--- config.mk ---
export PLATFORM = sky130hd
export DESIGN_NAME = vga_timgen
export DESIGN_NICKNAME = d
export VERILOG_FILES = /design/src/rtl/vga_timgen.sv
export SDC_FILE = /design/constraint.sdc
export NUM_CORES = 1
export LEC_CHECK = 0
export BUFFER_PORTS_ARGS = -buffer_cell sky130_fd_sc_hd__buf_4
export CELL_PAD_IN_SITES_DETAIL_PLACEMENT = 0
export CELL_PAD_IN_SITES_GLOBAL_PLACEMENT = 1
export CORE_ASPECT_RATIO = 0.9
export CORE_MARGIN = 3
export CORE_UTILIZATION = 40
export DETAILED_ROUTE_END_ITERATION = 16
export GPL_TIMING_DRIVEN = 0
export HOLD_SLACK_MARGIN = 0.06
export PLACE_DENSITY_LB_ADDON = 0.3
export SKIP_CTS_REPAIR_TIMING = 1
export SLEW_MARGIN = 40
export SYNTH_ARGS = -nofsm -noshare
export SYNTH_HDL_FRONTEND = slang
export SYNTH_SLANG_ARGS = --single-unit
export TNS_END_PERCENT = 50
--- constraint.sdc ---
create_clock -name clk_i -period 3.91 [get_ports clk_i]
set_input_delay 0.782 -clock clk_i [delete_from_list [all_inputs] [get_ports clk_i]]
set_output_delay 0.782 -clock clk_i [all_outputs]
set_load 0.1 [all_outputs]
--- src/rtl/vga_timgen.sv ---
// VGA/LCD timing generator: pixel-tick divider, H/V phase FSMs with frame-boundary shadowing of all timing fields.
// Timing outputs registered one clock after the state they reflect; free-running, no backpressure.
module vga_timgen #(
    parameter int TB_WIDTH  = 10,
    parameter int VB_WIDTH  = 16,
    parameter int CNT_WIDTH = 12,
    parameter int DIV_WIDTH = 8
) (
    input  logic                 clk_i,
    input  logic                 rst_n_i,
    input  logic                 en_i,
    input  logic [DIV_WIDTH-1:0] div_i,
    input  logic [VB_WIDTH-1:0]  hvlen_i,
    input  logic [VB_WIDTH-1:0]  vvlen_i,
    input  logic [TB_WIDTH-1:0]  hfp_i,
    input  logic [TB_WIDTH-1:0]  hsn_i,
    input  logic [TB_WIDTH-1:0]  hbp_i,
    input  logic [TB_WIDTH-1:0]  vfp_i,
    input  logic [TB_WIDTH-1:0]  vsn_i,
    input  logic [TB_WIDTH-1:0]  vbp_i,
    input  logic                 hspol_i,
    input  logic                 vspol_i,
    input  logic                 blpol_i,
    output logic                 pix_tick_o,
    output logic                 hsync_o,
    output logic                 vsync_o,
    output logic                 blank_o,
    output logic                 de_o,
    output logic [CNT_WIDTH-1:0] hcnt_o,
    output logic [CNT_WIDTH-1:0] vcnt_o,
    output logic                 hint_o,
    output logic                 vint_o,
    output logic                 fb_swap_o
);

    typedef enum logic [1:0] {
        ST_BP   = 2'b00,
        ST_VIS  = 2'b01,
        ST_FP   = 2'b10,
        ST_SYNC = 2'b11
    } phase_e;

    logic                 en_q, en_d;
    logic [DIV_WIDTH-1:0] div_cnt_q, div_cnt_d;
    phase_e               hst_q, hst_d, vst_q, vst_d;
    logic [CNT_WIDTH-1:0] hpc_q, hpc_d, vpc_q, vpc_d;

    logic [DIV_WIDTH-1:0] div_s_q, div_s_d;
    logic [CNT_WIDTH-1:0] hvlen_s_q, hvlen_s_d, vvlen_s_q, vvlen_s_d;
    logic [TB_WIDTH-1:0]  hfp_s_q, hfp_s_d, hsn_s_q, hsn_s_d, hbp_s_q, hbp_s_d;
    logic [TB_WIDTH-1:0]  vfp_s_q, vfp_s_d, vsn_s_q, vsn_s_d, vbp_s_q, vbp_s_d;
    logic                 hspol_s_q, hspol_s_d, vspol_s_q, vspol_s_d, blpol_s_q, blpol_s_d;

    logic                 hsync_q, hsync_d, vsync_q, vsync_d, blank_q, blank_d, de_q, de_d;
    logic [CNT_WIDTH-1:0] hcnt_q, hcnt_d, vcnt_q, vcnt_d;
    logic                 hint_q, hint_d, vint_q, vint_d, swap_q, swap_d;

    logic                 tick, h_last, v_last, line_start, frame_end, de_c;
    logic [CNT_WIDTH-1:0] h_end, v_end;

    always_comb begin
        en_d      = en_i;
        div_cnt_d = div_cnt_q;
        hst_d     = hst_q;
        hpc_d     = hpc_q;
        vst_d     = vst_q;
        vpc_d     = vpc_q;
        div_s_d   = div_s_q;
        hvlen_s_d = hvlen_s_q;
        vvlen_s_d = vvlen_s_q;
        hfp_s_d   = hfp_s_q;
        hsn_s_d   = hsn_s_q;
        hbp_s_d   = hbp_s_q;
        vfp_s_d   = vfp_s_q;
        vsn_s_d   = vsn_s_q;
        vbp_s_d   = vbp_s_q;
        hspol_s_d = hspol_s_q;
        vspol_s_d = vspol_s_q;
        blpol_s_d = blpol_s_q;

        tick = en_i && (div_cnt_q == div_s_q);

        case (hst_q)
            ST_BP:   h_end = CNT_WIDTH'(hbp_s_q);
            ST_VIS:  h_end = hvlen_s_q;
            ST_FP:   h_end = CNT_WIDTH'(hfp_s_q);
            default: h_end = CNT_WIDTH'(hsn_s_q);
        endcase
        case (vst_q)
            ST_BP:   v_end = CNT_WIDTH'(vbp_s_q);
            ST_VIS:  v_end = vvlen_s_q;
            ST_FP:   v_end = CNT_WIDTH'(vfp_s_q);
            default: v_end = CNT_WIDTH'(vsn_s_q);
        endcase

        h_last     = (hpc_q == h_end);
        v_last     = (vpc_q == v_end);
        line_start = tick && h_last && (hst_q == ST_BP);
        frame_end  = line_start && v_last && (vst_q == ST_BP);

        if (!en_i) begin
            div_cnt_d = '0;
            hst_d     = ST_SYNC;
            hpc_d     = '0;
            vst_d     = ST_SYNC;
            vpc_d     = '0;
        end else begin
            div_cnt_d = tick ? '0 : div_cnt_q + DIV_WIDTH'(1);
            if (tick) begin
                hst_d = h_last ? phase_e'(hst_q + 2'd1) : hst_q;
                hpc_d = h_last ? '0 : hpc_q + CNT_WIDTH'(1);
            end
            if (line_start) begin
                vst_d = v_last ? phase_e'(vst_q + 2'd1) : vst_q;
                vpc_d = v_last ? '0 : vpc_q + CNT_WIDTH'(1);
            end
        end

        // The current tick already used the old shadows above; new values take effect next clock.
        if ((en_i && !en_q) || frame_end) begin
            div_s_d   = div_i;
            hvlen_s_d = CNT_WIDTH'(hvlen_i);
            vvlen_s_d = CNT_WIDTH'(vvlen_i);
            hfp_s_d   = hfp_i;
            hsn_s_d   = hsn_i;
            hbp_s_d   = hbp_i;
            vfp_s_d   = vfp_i;
            vsn_s_d   = vsn_i;
            vbp_s_d   = vbp_i;
            hspol_s_d = hspol_i;
            vspol_s_d = vspol_i;
            blpol_s_d = blpol_i;
        end

        de_c    = en_i && (hst_q == ST_VIS) && (vst_q == ST_VIS);
        de_d    = de_c;
        blank_d = ~de_c ^ blpol_s_q;
        hsync_d = (en_i && (hst_q == ST_SYNC)) ^ hspol_s_q;
        vsync_d = (en_i && (vst_q == ST_SYNC)) ^ vspol_s_q;
        hcnt_d  = (en_i && (hst_q == ST_VIS)) ? hpc_q : '0;
        vcnt_d  = (en_i && (vst_q == ST_VIS)) ? vpc_q : '0;
        hint_d  = tick && h_last && (hst_q == ST_FP);
        vint_d  = line_start && v_last && (vst_q == ST_FP);
        swap_d  = vint_d;
    end

    always_ff @(posedge clk_i) begin
        if (!rst_n_i) begin
            en_q      <= 1'b0;
            div_cnt_q <= '0;
            hst_q     <= ST_SYNC;
            hpc_q     <= '0;
            vst_q     <= ST_SYNC;
            vpc_q     <= '0;
            div_s_q   <= '0;
            hvlen_s_q <= '0;
            vvlen_s_q <= '0;
            hfp_s_q   <= '0;
            hsn_s_q   <= '0;
            hbp_s_q   <= '0;
            vfp_s_q   <= '0;
            vsn_s_q   <= '0;
            vbp_s_q   <= '0;
            hspol_s_q <= 1'b0;
            vspol_s_q <= 1'b0;
            blpol_s_q <= 1'b0;
            hsync_q   <= 1'b0;
            vsync_q   <= 1'b0;
            blank_q   <= 1'b1;
            de_q      <= 1'b0;
            hcnt_q    <= '0;
            vcnt_q    <= '0;
            hint_q    <= 1'b0;
            vint_q    <= 1'b0;
            swap_q    <= 1'b0;
        end else begin
            en_q      <= en_d;
            div_cnt_q <= div_cnt_d;
            hst_q     <= hst_d;
            hpc_q     <= hpc_d;
            vst_q     <= vst_d;
            vpc_q     <= vpc_d;
            div_s_q   <= div_s_d;
            hvlen_s_q <= hvlen_s_d;
            vvlen_s_q <= vvlen_s_d;
            hfp_s_q   <= hfp_s_d;
            hsn_s_q   <= hsn_s_d;
            hbp_s_q   <= hbp_s_d;
            vfp_s_q   <= vfp_s_d;
            vsn_s_q   <= vsn_s_d;
            vbp_s_q   <= vbp_s_d;
            hspol_s_q <= hspol_s_d;
            vspol_s_q <= vspol_s_d;
            blpol_s_q <= blpol_s_d;
            hsync_q   <= hsync_d;
            vsync_q   <= vsync_d;
            blank_q   <= blank_d;
            de_q      <= de_d;
            hcnt_q    <= hcnt_d;
            vcnt_q    <= vcnt_d;
            hint_q    <= hint_d;
            vint_q    <= vint_d;
            swap_q    <= swap_d;
        end
    end

    assign pix_tick_o = tick;
    assign hsync_o    = hsync_q;
    assign vsync_o    = vsync_q;
    assign blank_o    = blank_q;
    assign de_o       = de_q;
    assign hcnt_o     = hcnt_q;
    assign vcnt_o     = vcnt_q;
    assign hint_o     = hint_q;
    assign vint_o     = vint_q;
    assign fb_swap_o  = swap_q;

endmodule

After elaboration in Yosys (flattened, before gate mapping):

Cells that the tools add are included.

* bits in registers: 162
* output and inout port bits: 32
* word-level logic and storage cells: 73

* add/subtract/negate cells: 5
* eq/ne operators: 9
* multiplexer cells: 4
* bitwise gates (word level): 6
* reductions and logical operators: 23

Operator list (count)
* one-hot mux 12 bit (3 select lines): 2
* adder 12 x 1 -> 12 bit, second input constant: 2
* equality test 12 bit: 2
* 2-to-1 mux 12 bit: 2
* logical AND 1 bit: 13
* AND reduction 2 bit: 5
* adder 8 x 1 -> 8 bit, second input constant: 1
* equality test 2 bit, second input constant: 4
* equality test 8 bit: 1
* adder 2 x 1 -> 2 bit, second input constant: 2
* equality test 2 x 1 -> 1 bit, second input constant: 2
* logical NOT 2 bit: 2
* inverter 1 bit: 3
* OR reduction 3 bit: 1
* XOR 1 bit: 3
* logical NOT 1 bit: 1
* logical OR 1 bit: 1

Logic depth before layout (Yosys ltp):

* depth in word-level cells: 8
* depth in mapped cells: 13
* depth with buffers taken out: 9

Least setup slack after synthesis:

Ideal clock, no wire load.

* path type: in2reg
* start: input port en_i
* end: register vpc_q[5]
* library setup time: 0.132 ns
* arrival time: 4.187 ns
* data required time: 3.778 ns
* path slack: -0.409 ns
* stages on the path: 6
* path buffers: 0
* path through: nand2_1 -> nor3_1 -> nand3_1 -> nor4_1 -> a41o_1 -> a21oi_1

* word-level cells in the longest chain between the ends: 3
* elaborated cells between the ends (all ways): 4
* classes of those cells: 4 x reduce/logical

RTL lines
* start: declaration: RTL line 11 `input logic en_i,`
* logical AND 1 bit: RTL line 81 `tick = en_i && (div_cnt_q == div_s_q);`
* net pix_tick_o: RTL line 24 `output logic pix_tick_o,`
* logical AND 1 bit (2 in a row): RTL line 98 `line_start = tick && h_last && (hst_q == ST_BP);`
* end signal: assignment: RTL line 182 `vpc_q <= vpc_d;`
* end: declaration: RTL line 46 `logic [CNT_WIDTH-1:0] hpc_q, hpc_d, vpc_q, vpc_d;`

The timed path passes the listed nets, and every way through them passes these cells.
A chain may end at the register's enable or synchronous reset.

Final worst setup path:

* start: register hst_q[0]
* end: register hpc_q[9]

* word-level cells in the longest chain between the ends: 4
* elaborated cells between the ends (all ways): 6
* classes of those cells: 3 x eq/ne; 2 x mux; 1 x reduce/logical

RTL lines
* start: declaration: RTL line 45 `phase_e hst_q, hst_d, vst_q, vst_d;`
* start signal: assignment: RTL line 179 `hst_q <= hst_d;`
* equality test 2 bit (tied with other cells): RTL line 83 `case (hst_q)`
* one-hot mux 12 bit (3 select lines) (*): RTL line 83
* equality test 12 bit (*): RTL line 96 `h_last = (hpc_q == h_end);`
* 2-to-1 mux 12 bit (*): RTL line 111 `hpc_d = h_last ? '0 : hpc_q + CNT_WIDTH'(1);`
* end signal: assignment: RTL line 180 `hpc_q <= hpc_d;`
* end: declaration: RTL line 46

Mark *: on every way between the ends. The rest lies on a longest branch, timed or not.

==> metrics.txt <==
status=complete, no violations; Synth Cell Area=0.00736 sq mm; clock buffer depth=2; Final Hold Viols=0; cell count of the worst hold path=2; Synth top area share=0.441; Worst VDD drop=0.283 mV; GRT Max-Usage Layer=met1; largest net degree at the start of global routing=17; fmax=0.273 GHz; max cap viols=0; Synth cell types=51; worst r2r src=hst_q[0]; Synth Instances=835; crit path DAT=3.98 ns; fin nets=1,104; dominant cell type by area after synthesis=dfxtp_1; Die X=149 um; aggregate global routing overflow=0; Die Ht=135 um; Internal Power=0.00291 W; Flop pwr share=0.456; Post-Route Utilization=0.519; area delta synth->final=25.9%; FF-to-FF End=hpc_q[9]; ys flop type=dfxtp_1; FF-to-FF setup slack=0.24 ns; worst slack, placed=0.213 ns; final WL=20.4 mm; Tightest Hold Check Type=reg2reg; RSZ-0062 raised after global routing=no; die area=0.0201 sq mm; share of layout cells above drive strength 1=0.192; Clock Power Share=0.433; Design Area, Final=0.00927 sq mm; DR DRC count=0; PortBufs=128; flops & latches, synth=162; Global Route Usage Sum=0.203; Final ANT Viol Nets=0; crit path kind=reg2reg; Mapped Avg Cell Area=8.82 sq um; CTS tree=done; GR Layer Usage met1=0.310; setup ws final=0.241 ns; ys async rst share=0; period utilization=0.938; post-DR wirelength/cell=16.5 um; GR Util met3=0.0440; Critical Path RT=4.22 ns; # rows=46; initial antenna violation count=0; Pre-Repair DR Iteration Count=8; Seq/Total Area, Yosys=0.441; Post-synth EDFFs=0; Min-Delay Startpoint=vbp_s_q[7]; worst slew pin tran=0.885 ns; antenna cells=0; htree depth=4; placer congestion estimate=0.867; Vias=6,300; capturing element type of the critical path=register; Area contributors post-synth=dfxtp_1, mux2i_1, nand2_1; post-DP HPWL=15.3 mm; Initial Utilization=0.413; Startpoint Class=register; via/cell ratio=5.09; core box area=0.0178 sq mm; NetSw=0.000958 W; PwrDens=417 mW/mm^2; FF-to-FF path depth=11; Slew Limit Fails=0; leakage power=4.09 nW; Comb power frac=0.111; Sink Count=162; overall power=0.00387 W; first-pass GRT wire length=31.7 mm; clk_skew=0.00661 ns; vias in the first global route=5,940; Hold EP=vbp_s_q[7]; crit path time final=3.67 ns; Clock Latency Late Sink=0.43 ns; CTS root buf=clkbuf_16; Reg clk slew, reported paths=0.06 ns; met2 Usage GRT=0.288; I/O pin count=138; total CTS buffers=17; synth warn=0; Rel. slew slack=0.402; # setup viols final=0; DRT iter0 DRCs=658; Switching Fraction=0.248; crit path max fanout=10; post-synth net total=954; Area after DPL=0.00865 sq mm
## flip-flops by register name, indices dropped and copies added, names as in the netlist, 10 cells and up
signal / count
hbp_s_q: 10
hcnt_o: 12
hfp_s_q: 10
hpc_q: 12
hsn_s_q: 10
hvlen_s_q: 12
vbp_s_q: 10
vcnt_o: 12
vfp_s_q: 10
vpc_q: 12
vsn_s_q: 10
vvlen_s_q: 12
## critical path: stages, from the launching register on
cell and delay, ns:
dfxtp_1 0.45, inv_1 0.10, ha_1 0.29, buf_6 0.18
a222oi_1 0.51, a21oi_1 0.18, xnor2_1 0.20, nand4_2 0.26
nor4b_1 0.84, nand2b_1 0.22, buf_2 0.24, nor2_1 0.08
## layer usage
metal  wire length (um)  vias up
li1                   -     3174
met1              10500     2889
met4                271        0
met5                  0        -
met2               8390      216
met3               1260       21
## cell type report
class / count / area (sq um)
buffer: 55 / 249
clock buffer: 23 / 488
clock inverter: 9 / 104
fill: 1761 / 8580
inverter: 16 / 60.1
multi-input combinational: 602 / 3840
sequential: 162 / 3240
tap: 240 / 300
timing repair buffer: 131 / 981
## per-stage QoR
step                hold WS (ns)  std cells  setup TNS [ns]
floorplan                  0.437        835               0
global placement           0.444       1203        -0.00357
detailed placement         0.452       1204               0
CTS                        0.459       1236               0
global route               0.476       1238               0
finish                     0.456       1238               0
## logic make-up after synthesis
logic type      Yosys count  synth area share
simple gates            364             0.229
flops                   162             0.441
mux                      98             0.134
compound gates           83            0.0801
buf+inv                  71            0.0418
xor+xnor                 44            0.0524
fa+ha+maj                13            0.0221
## Yosys cell counts, types with 8 or more instances
cell and instances:
nand3_1 21, mux2i_1 96, clkbuf_1 39, nor2b_1 19, and3_1 33, ha_1 13
a21oi_1 27, inv_1 15, buf_2 9, dfxtp_1 162, xor2_1 13, nor2_1 26
o21ai_0 8, nand4_1 18, xnor2_1 31, nand2_1 213, a222oi_1 19
## worst max path at each step
stage                   from         end  cells past startpoint  slack [ns]
floorplan               en_i    vpc_q[5]                      6        0.57
global placement    hst_q[0]    vpc_q[5]                     10      -0.004
detailed placement  hst_q[0]    vpc_q[0]                     11        0.21
CTS                 hst_q[0]    vpc_q[0]                     11        0.17
global route        vst_q[1]  vbp_s_q[5]                     12        0.02
finish              hst_q[0]    hpc_q[9]                     11        0.24
## power groups by stage
| stage | registers [W] | logic [W] | clock network, W |
|---|---|---|---|
| floorplan | 0.00180 | 0.000250 | 0 |
| global placement | 0.00180 | 0.000418 | 0 |
| detailed placement | 0.00180 | 0.000426 | 0 |
| CTS | 0.00176 | 0.000428 | 0.00169 |
| global route | 0.00177 | 0.000467 | 0.00179 |
| finish | 0.00176 | 0.000429 | 0.00168 |
## placed cells by master (no fill, tap or decap), types with 2 or more instances in the layout
cell type   count
a211oi_1        5
a21oi_1        27
a222oi_1       19
a22oi_1         3
a31o_2          3
a31oi_1         4
and2_1          6
and3_1         33
and4_1          2
buf_2          10
buf_4         136
bufinv_16       2
clkbuf_1       40
clkbuf_16      17
clkbuf_8        4
clkinv_2        4
clkinvlp_4      2
dfxtp_1       162
ha_1           13
inv_1          15
mux2_2          2
mux2i_1        96
nand2_1       213
nand2b_1        6
nand3_1        21
nand4_1        18
nor2_1         26
nor2b_1        19
nor3_1          2
nor3_2          2
nor4_2          3
o211ai_1        3
o21ai_0         8
or3_1           3
or4_1           2
xnor2_1        31
xor2_1         13
Power figures use the tool's default switching activity.
